## src/rtl/namuru_pkg.sv

```systemverilog
// Shared constants and types for the correlator readout block.
// - ACC_W_DEFAULT : default accumulation width
// - slot_e        : slot order within one channel's shadow bank
// - CH_STRIDE     : word stride between channels in the address map
// - STATUS_OFS / OVERRUN_OFS : status words, relative to NUM_CHAN*CH_STRIDE
package namuru_pkg;

    localparam int ACC_W_DEFAULT = 16;
    localparam int NUM_SLOTS     = 6;
    localparam int CH_STRIDE     = 8;
    localparam int STATUS_OFS    = 0;
    localparam int OVERRUN_OFS   = 1;

    typedef enum logic [2:0] {
        SLOT_IE = 3'd0,
        SLOT_QE = 3'd1,
        SLOT_IP = 3'd2,
        SLOT_QP = 3'd3,
        SLOT_IL = 3'd4,
        SLOT_QL = 3'd5
    } slot_e;

endpackage

```

## src/rtl/accum_readout_chan.sv

```systemverilog
// One tracking channel's readout state: six shadow accumulations captured on
// the dump pulse, plus the new_data and overrun flags.
// Ports:
//   clk, rstn  - clock, synchronous active-low reset
//   dump       - capture strobe (1 clk wide)
//   acc_in     - six accumulations, slot k at [k*ACC_W +: ACC_W]
//   clear_new  - the ql slot of this channel is being read
//   clear_ovr  - the overrun register is being read
//   shadow     - captured accumulations, same packing as acc_in
//   new_data   - unread capture pending
//   overrun    - a capture was overwritten before it was read
module accum_readout_chan
    import namuru_pkg::*;
#(
    parameter int ACC_W = ACC_W_DEFAULT
) (
    input  logic                       clk,
    input  logic                       rstn,
    input  logic                       dump,
    input  logic [NUM_SLOTS*ACC_W-1:0] acc_in,
    input  logic                       clear_new,
    input  logic                       clear_ovr,
    output logic [NUM_SLOTS*ACC_W-1:0] shadow,
    output logic                       new_data,
    output logic                       overrun
);

    // An overwrite only counts when the previous capture is still unread and
    // is not being consumed by a ql read at this very edge.
    logic ovr_set;
    assign ovr_set = dump && new_data && !clear_new;

    always_ff @(posedge clk) begin
        if (!rstn) begin
            shadow   <= '0;
            new_data <= 1'b0;
            overrun  <= 1'b0;
        end else begin
            if (dump) begin
                shadow <= acc_in;
            end
            // Capture beats a concurrent clear of new_data.
            if (dump) begin
                new_data <= 1'b1;
            end else if (clear_new) begin
                new_data <= 1'b0;
            end
            // A fresh overrun beats the clear-on-read of the overrun register,
            // so the event surfaces on the next read instead of being lost.
            if (ovr_set) begin
                overrun <= 1'b1;
            end else if (clear_ovr) begin
                overrun <= 1'b0;
            end
        end
    end

endmodule

```

## src/rtl/accum_readout.sv

```systemverilog
// Reader side of the tracking-channel correlator outputs. Captures each
// channel's six accumulations on its dump pulse and serves them, together with
// per-channel new_data / overrun status, over a registered word-read port.
// Ports:
//   clk, rstn  - clock, synchronous active-low reset
//   dump       - per-channel capture pulse
//   acc_in     - channel c slot k at [(c*6+k)*ACC_W +: ACC_W]
//   rd_en      - read strobe
//   rd_addr    - word address (ch*8+k, NUM_CHAN*8 status, NUM_CHAN*8+1 overrun)
//   rd_data    - read data, one cycle after rd_en, held while idle
//   rd_valid   - one-cycle pulse per read
//   new_data   - per-channel unread-capture flags
//   irq        - registered OR of new_data
module accum_readout
    import namuru_pkg::*;
#(
    parameter int NUM_CHAN = 12,
    parameter int ACC_W    = ACC_W_DEFAULT,
    parameter int ADDR_W   = 7
) (
    input  logic                                clk,
    input  logic                                rstn,
    input  logic [NUM_CHAN-1:0]                 dump,
    input  logic [NUM_CHAN*NUM_SLOTS*ACC_W-1:0] acc_in,
    input  logic                                rd_en,
    input  logic [ADDR_W-1:0]                   rd_addr,
    output logic [31:0]                         rd_data,
    output logic                                rd_valid,
    output logic [NUM_CHAN-1:0]                 new_data,
    output logic                                irq
);

    localparam logic [ADDR_W-1:0] STATUS_ADDR  = ADDR_W'(NUM_CHAN*CH_STRIDE + STATUS_OFS);
    localparam logic [ADDR_W-1:0] OVERRUN_ADDR = ADDR_W'(NUM_CHAN*CH_STRIDE + OVERRUN_OFS);

    function automatic logic [31:0] sext32(input logic signed [ACC_W-1:0] v);
        return 32'(v);
    endfunction

    logic [NUM_SLOTS*ACC_W-1:0] shadow_bus [NUM_CHAN];
    logic [NUM_CHAN-1:0]        overrun;
    logic [NUM_CHAN-1:0]        clear_new;
    logic                       clear_ovr;
    logic [31:0]                rd_word_p0;

    genvar gc;
    generate
        for (gc = 0; gc < NUM_CHAN; gc++) begin : g_chan
            accum_readout_chan #(
                .ACC_W(ACC_W)
            ) u_chan (
                .clk      (clk),
                .rstn     (rstn),
                .dump     (dump[gc]),
                .acc_in   (acc_in[gc*NUM_SLOTS*ACC_W +: NUM_SLOTS*ACC_W]),
                .clear_new(clear_new[gc]),
                .clear_ovr(clear_ovr),
                .shadow   (shadow_bus[gc]),
                .new_data (new_data[gc]),
                .overrun  (overrun[gc])
            );
        end
    endgenerate

    assign clear_ovr = rd_en && (rd_addr == OVERRUN_ADDR);

    always_comb begin
        clear_new = '0;
        for (int c = 0; c < NUM_CHAN; c++) begin
            clear_new[c] = rd_en && (rd_addr == ADDR_W'(c*CH_STRIDE + int'(SLOT_QL)));
        end
    end

    // Stage p0: read mux over pre-update state; unmapped words read as zero.
    always_comb begin
        rd_word_p0 = '0;
        if (rd_addr == STATUS_ADDR) begin
            rd_word_p0 = {{(32-NUM_CHAN){1'b0}}, new_data};
        end else if (rd_addr == OVERRUN_ADDR) begin
            rd_word_p0 = {{(32-NUM_CHAN){1'b0}}, overrun};
        end else begin
            for (int c = 0; c < NUM_CHAN; c++) begin
                for (int k = 0; k < NUM_SLOTS; k++) begin
                    if (rd_addr == ADDR_W'(c*CH_STRIDE + k)) begin
                        rd_word_p0 = sext32(shadow_bus[c][k*ACC_W +: ACC_W]);
                    end
                end
            end
        end
    end

    // Stage p1: registered read port and interrupt.
    always_ff @(posedge clk) begin
        if (!rstn) begin
            rd_data  <= '0;
            rd_valid <= 1'b0;
            irq      <= 1'b0;
        end else begin
            rd_valid <= rd_en;
            if (rd_en) begin
                rd_data <= rd_word_p0;
            end
            irq <= |new_data;
        end
    end

endmodule

```

## config.mk

```make
export PLATFORM = sky130hd
export DESIGN_NAME = accum_readout
export DESIGN_NICKNAME = d
export VERILOG_FILES = /design/src/rtl/namuru_pkg.sv /design/src/rtl/accum_readout_chan.sv /design/src/rtl/accum_readout.sv
export SDC_FILE = /design/constraint.sdc
export NUM_CORES = 2
export LEC_CHECK = 0
export CORE_AREA = 2 2 473 475
export CTS_CLUSTER_DIAMETER = 30
export DETAILED_ROUTE_END_ITERATION = 7
export DIE_AREA = 0 0 475 477
export GPL_TIMING_DRIVEN = 1
export SYNTH_ARGS = -nofsm -noshare
export SYNTH_HDL_FRONTEND = slang
export SYNTH_SLANG_ARGS = --single-unit
```

## constraint.sdc

```tcl
create_clock -name clk -period 2.6 [get_ports clk]
set_clock_uncertainty 0.2 [all_clocks]
set_input_delay 0.26 -clock clk [delete_from_list [all_inputs] [get_ports clk]]
set_output_delay 0.26 -clock clk [all_outputs]
set_load 0.02 [all_outputs]
```

* After elaboration in Yosys (flattened, before gate mapping)
Index checks and enable logic that the tools add are counted.
** Operators by class
- Muxes and demuxes :: 111
- Equality and inequality tests :: 73
- Reduce and logical (&&, ||, !) cells :: 75
** Operators by type and width (number)
- 32-bit two-way mux :: 74
- 7-bit equality test, second input constant :: 26
- 7-bit by 6-bit equality test with 1-bit output, second input constant :: 24
- 7-bit by 5-bit equality test with 1-bit output, second input constant :: 12
- 2-bit nonzero test :: 24
- 7-bit by 4-bit equality test with 1-bit output, second input constant :: 6
- 1-bit logical AND :: 37
- 1-bit two-way mux :: 37
- 7-bit by 2-bit equality test with 1-bit output, second input constant :: 2
- 7-bit by 3-bit equality test with 1-bit output, second input constant :: 2
- 1-bit zero test :: 12
- 12-bit OR reduction :: 1
- 7-bit by 1-bit equality test with 1-bit output, second input constant :: 1
- 7-bit zero test :: 1
** Word-level totals
- Output and inout port bits :: 46
- Bits in registers :: 1210
- Input port bits :: 1174

* Depth between registers and ports, before layout
- Depth after elaboration :: 75
- Gate-level depth with buffers :: 14
- Depth with buffers taken out :: 8

* By module
From an unflattened synthesis, not the netlist that was laid out.
** Unflattened totals
- Cells, all modules :: 5841
- Area total of the unflattened synthesis :: 57441.3 um^2
** By module, submodules not included
- accum_readout_chan :: seq. area each 1961.9 um^2, area an instance 3702.3 um^2, times used 12, cells an instance 316
- accum_readout :: seq. area each 360.3 um^2, area an instance 13013.7 um^2, times used 1, cells an instance 2049

* Least setup slack after synthesis
OpenSTA, ideal clock, no wires.
- Path kind :: input -> register
- From :: input port rd_addr[3]
- To :: register rd_data[1]
- Slack :: -0.027 ns
- Arrival time :: 2.308 ns
- Stages :: 10
- Buffers on the path :: 4
- Cell sequence :: buf_6 buf_6 buf_6 and4b_1 buf_6 a222oi_1 o22ai_1 or4_1 o2111a_1 a211o_1
** Between the ends
- Cells in the longest elaborated chain, start to end :: 75
- Elaborated cells between the ends (all ways) :: 148
** Ends and longest elaborated chain
- start: declaration :: line accum_readout.sv:26 : input logic [ADDR_W-1:0] rd_addr,
- 7-bit zero test :: line accum_readout.sv:84 : if (rd_addr == ADDR_W'(c*CH_STRIDE + k)) begin
- 32-bit two-way mux (72 in a row) :: line accum_readout.sv:84
- 32-bit two-way mux :: line accum_readout.sv:79 : end else if (rd_addr == OVERRUN_ADDR) begin
- 32-bit two-way mux (*) :: line accum_readout.sv:77 : if (rd_addr == STATUS_ADDR) begin
- end signal: assignment :: line accum_readout.sv:101 : rd_data <= rd_word_p0;
- end: declaration :: line accum_readout.sv:27 : output logic [31:0] rd_data,
Every way passes the cells marked *; elsewhere a longest branch is shown, timed or not.
A chain may end at the register's enable or synchronous reset.

* Worst setup path in the final report
- From :: register g_chan[0].u_chan.shadow[7]
- To :: register rd_data[7]
** Between the ends
- Cells in the longest elaborated chain, start to end :: 74
** Ends and longest elaborated chain
- start: declaration :: line accum_readout_chan.sv:23 : output logic [NUM_SLOTS*ACC_W-1:0] shadow,
- start signal: assignment :: line accum_readout_chan.sv:40 : shadow <= acc_in;
- 32-bit two-way mux (72 in a row) :: line accum_readout.sv:84
- 32-bit two-way mux :: line accum_readout.sv:79
- 32-bit two-way mux :: line accum_readout.sv:77
Every way passes these cells.

==> flow_metrics.py <==
metrics = {
    "finish": {
        "drive_gt1_share_pct": 20.5,
        "nets": 10400,
        "instances_no_fill": 12600,
        "n_fill_cell": 20900,
        "area_growth_pct": 89.0,
    },
    "timing": {
        "worst_slack_ns": -0.160,
        "finalCriticalPeriod_ns": 2.76,
        "rsz0062_at_grt": "yes",
        "holdWs_ns": 0.0393,
        "max-slew-margin-rel_pct": 32.9,
        "slew_violations": 0,
        "setup_viol": 13,
        "hold_violations": 0,
        "tightestPinTransition_ns": 0.996,
        "max_freq_mhz": 362,
        "min_period_over_period_pct": 106,
    },
    "synthesis": {
        "ys_ff_latch": 1194,
        "synth_warnings": 0,
        "syn_nets": 7072,
        "synth_edf_count": 0,
        "syn-instance-count": 5898,
        "synth_area_um2": 53900,
        "seq_area_frac_synth_pct": 44.3,
        "ys.flop_type": "dfxtp_1",
        "ys_async_sr_fraction_pct": 0,
        "synth_area_per_cell_um2": 9.14,
        "ys_types": 103,
    },
    "critical_path": {
        "startpoint": "g_chan[0].u_chan.shadow[7]$_SDFFE_PN0P_",
        "r2r-end": "rd_data[7]$_SDFFE_PN0P_",
        "reg2reg_slack_ns": -0.16,
        "crit_type": "register to register",
        "reg2regPathDepth": 8,
        "worstPathRequired_ns": 3.20,
        "critPathMaxFanout": 2,
        "startpoint_type": "register",
        "endpoint_kind": "register",
        "rr_startpoint": "g_chan[0].u_chan.shadow[7]$_SDFFE_PN0P_",
        "critPathArrivalTime_ns": 3.36,
        "endpoint": "rd_data[7]$_SDFFE_PN0P_",
    },
    "global_routing": {
        "grt_pass1_wl_um": 551000,
        "grt_pass1_vias": 64400,
        "antenna_found_initial": 180,
        "grt_util_all_layers_pct": 35.3,
        "grt_max_degree": 157,
        "gr-total-overflow": 0,
    },
    "clock_tree": {
        "cts_buffer_depth": 4,
        "cts_tree": "built",
        "cts.sinks": 1194,
        "cts_root_buffer": "clkbuf_16",
        "cts_made_buffers": 338,
        "htree_levels": 5,
        "clk_pin_slew_ns": 0.04,
        "clock_latency_ns": 0.97,
    },
    "drt": {
        "totalWireLength_um": 418000,
        "firstDrtPassIters": 6,
        "dr_wl_met3_um": 31900,
        "initialDrtViolationCount": 6069,
        "num_vias": 64500,
        "final_antenna_net_count": 0,
        "routed.top_layer": "met5",
        "dr_wl_met2_um": 186000,
        "drc": 0,
        "vias_per_cell": 5.13,
        "met1_length_um": 172000,
        "routedWlPerCell_um": 33.2,
    },
    "floorplanning": {
        "die_x_um": 475,
        "core_um2": 221000,
        "rows": 173,
        "die-area_um2": 227000,
        "ios": 1220,
        "start_util_pct": 24.3,
        "die_y_um": 477,
    },
    "power_and_ir_drop": {
        "peakVddDrop_v": 0.000684,
        "power_density_nw_per_um2": 711,
        "p_total_uw": 72500,
        "leakagePower_uw": 0.0440,
    },
    "place": {
        "gp_routability_congestion": 1.04,
        "port_buffers": 1219,
        "post-place-cells": 10700,
        "dpl.hpwl_um": 335000,
    },
    "worst_hold_path": {
        "worstHoldPathType": "input pin to register",
    },
    "run": {
        "max_cap_violations": 0,
    },
    "run_status": {
        "status": "finished, violations left",
        "violations": "negative setup slack",
    },
}
-- sequential cells by signal (all words and copies together), names as in the netlist --
| name | cells |
|---|---|
| g_chan.u_chan.shadow | 1152 |
| irq | 1 |
| g_chan.u_chan.new_data | 12 |
| rd_valid | 1 |
| rd_data | 16 |
| g_chan.u_chan.overrun | 12 |
-- routing by layer --
layer	vias up	GRT usage [%]
met5	-	0
met1	31600	44.3
li1	28100	-
met3	1075	7.91
met4	86	19.5
met2	3524	55.9
-- cells by family (layout without fill, tap and decap cells) --
logic type,after synthesis,count (layout),share of synthesized area (%)
AO/OA/AOI/OAI,1107,1107,14.1
other,0,98,0
buffers and inverters,514,4110,4.33
XOR/XNOR,1,1,0.0162
multiplexers,1203,1203,22.5
flip-flops,1194,1194,44.3
AND/OR/NAND/NOR,1879,1880,14.7
-- layout by cell type, fill, tap and decap left out, types with 17 or more instances in the layout --
cell,netlist,final
clkbuf_16,0,342
diode_2,0,98
dlygate4sd3_1,0,1162
a22oi_1,69,66
o21ai_1,8,19
clkbuf_1,299,51
a22o_1,22,22
nand2_1,200,194
a21oi_1,228,209
buf_4,43,1004
o21ai_0,184,166
bufinv_16,0,38
dfxtp_1,1194,1173
buf_12,0,99
buf_6,18,34
a221o_1,30,29
clkinvlp_4,0,26
nor3_1,48,37
nand3_1,54,51
o221ai_1,49,43
o22ai_1,129,125
o211ai_1,38,38
clkbuf_8,0,53
clkdlybuf4s50_1,0,1164
a211oi_1,39,32
mux2i_1,1181,1178
a21oi_2,0,18
a221oi_1,70,58
dlygate4sd2_1,0,31
nor2_1,1401,1392
clkinv_2,0,53
a31oi_1,31,25
o2bb2ai_1,18,17
dfxtp_2,0,17
-- how the worst min path moves through the flow --
stage | startpoint | endpoint | cells after the start
4_1_cts | acc_in[982] | g_chan[10].u_chan.shadow[22]$_SDFFE_PN0P_ | 3
5_1_grt | rstn | rd_valid$_SDFF_PN0_ | 4
3_5_place_dp | g_chan[7].u_chan.overrun$_SDFFE_PN0P_ | g_chan[7].u_chan.overrun$_SDFFE_PN0P_ | 2
6_report | rstn | rd_valid$_SDFF_PN0_ | 4
3_3_place_gp | g_chan[7].u_chan.overrun$_SDFFE_PN0P_ | g_chan[7].u_chan.overrun$_SDFFE_PN0P_ | 2
2_1_floorplan | rd_en | rd_valid$_SDFF_PN0_ | 2
-- Yosys cell counts, drive strengths merged (18+ instances only) --
| library cell | n | area, um^2 |
|---|---|---|
| nor3 | 48 | 240 |
| clkbuf | 299 | 1120 |
| nor2 | 1410 | 5340 |
| mux2i | 1181 | 11800 |
| a21oi | 228 | 1140 |
| nand3 | 54 | 270 |
| a211oi | 40 | 305 |
| buf | 201 | 1160 |
| nor4 | 25 | 163 |
| a221oi | 70 | 613 |
| o221ai | 49 | 429 |
| a22o | 22 | 193 |
| o22ai | 129 | 807 |
| a22oi | 69 | 518 |
| o2bb2ai | 18 | 158 |
| dfxtp | 1194 | 23900 |
| o211ai | 39 | 298 |
| o21ai | 192 | 961 |
| a221o | 30 | 300 |
| a31oi | 31 | 194 |
| nand2 | 202 | 768 |
-- stage by stage --
step	instance area (um^2)	setup TNS [ns]	util, %	worst slack [ns]
finish	102000	-0.939	46.0	-0.160
global placement	77300	-29.53	34.9	-2.18
detailed placement	77300	-29.44	34.9	-2.15
floorplan	53900	0	-	0.0138
global route	102000	-0.616	46.0	-0.147
CTS	101000	-0.587	45.7	-0.189
-- power breakdown --
group          internal (uW)  switching (uW)  total [uW]
combinational           5210            4680        9900
sequential             19500            1390       20900
clock                  29000           12600       41700
total                  53800           18700       72500
-- final cells by class --
class / instances / area [um^2] / share of cell area [%]
Timing Repair Buffer: 3505 / 33600 / 33.0
Multi-Input combinational cell: 4191 / 28900 / 28.4
Sequential cell: 1194 / 23900 / 23.5
Clock buffer: 444 / 9450 / 9.28
Tap cell: 2975 / 3720 / 3.65
Clock inverter: 147 / 1950 / 1.92
Antenna cell: 98 / 245 / 0.241
Inverter: 14 / 60.1 / 0.0590
-- what timing repair did --
item / in CTS / in global routing
pin swaps: 54 / 65
cloned: 0 / 1
setup buffers: 11 / 8
hold endpoints to repair: 1183 / 0
setup endpoints to repair: 51 / 16
resized for setup: 222 / 101
hold buffers: 1162 / 0
-- worst max-delay path, stage by stage, from the launching register on --
cell and delay [ns]:
dfxtp_2 0.33, mux4_2 0.56, nand2_2 0.11, a211oi_2 0.07
a2bb2oi_2 0.15, o211ai_1 0.56, a31oi_4 0.22, o311ai_4 0.31
a211oi_2 0.11
(Power assumes the default switching activity.)
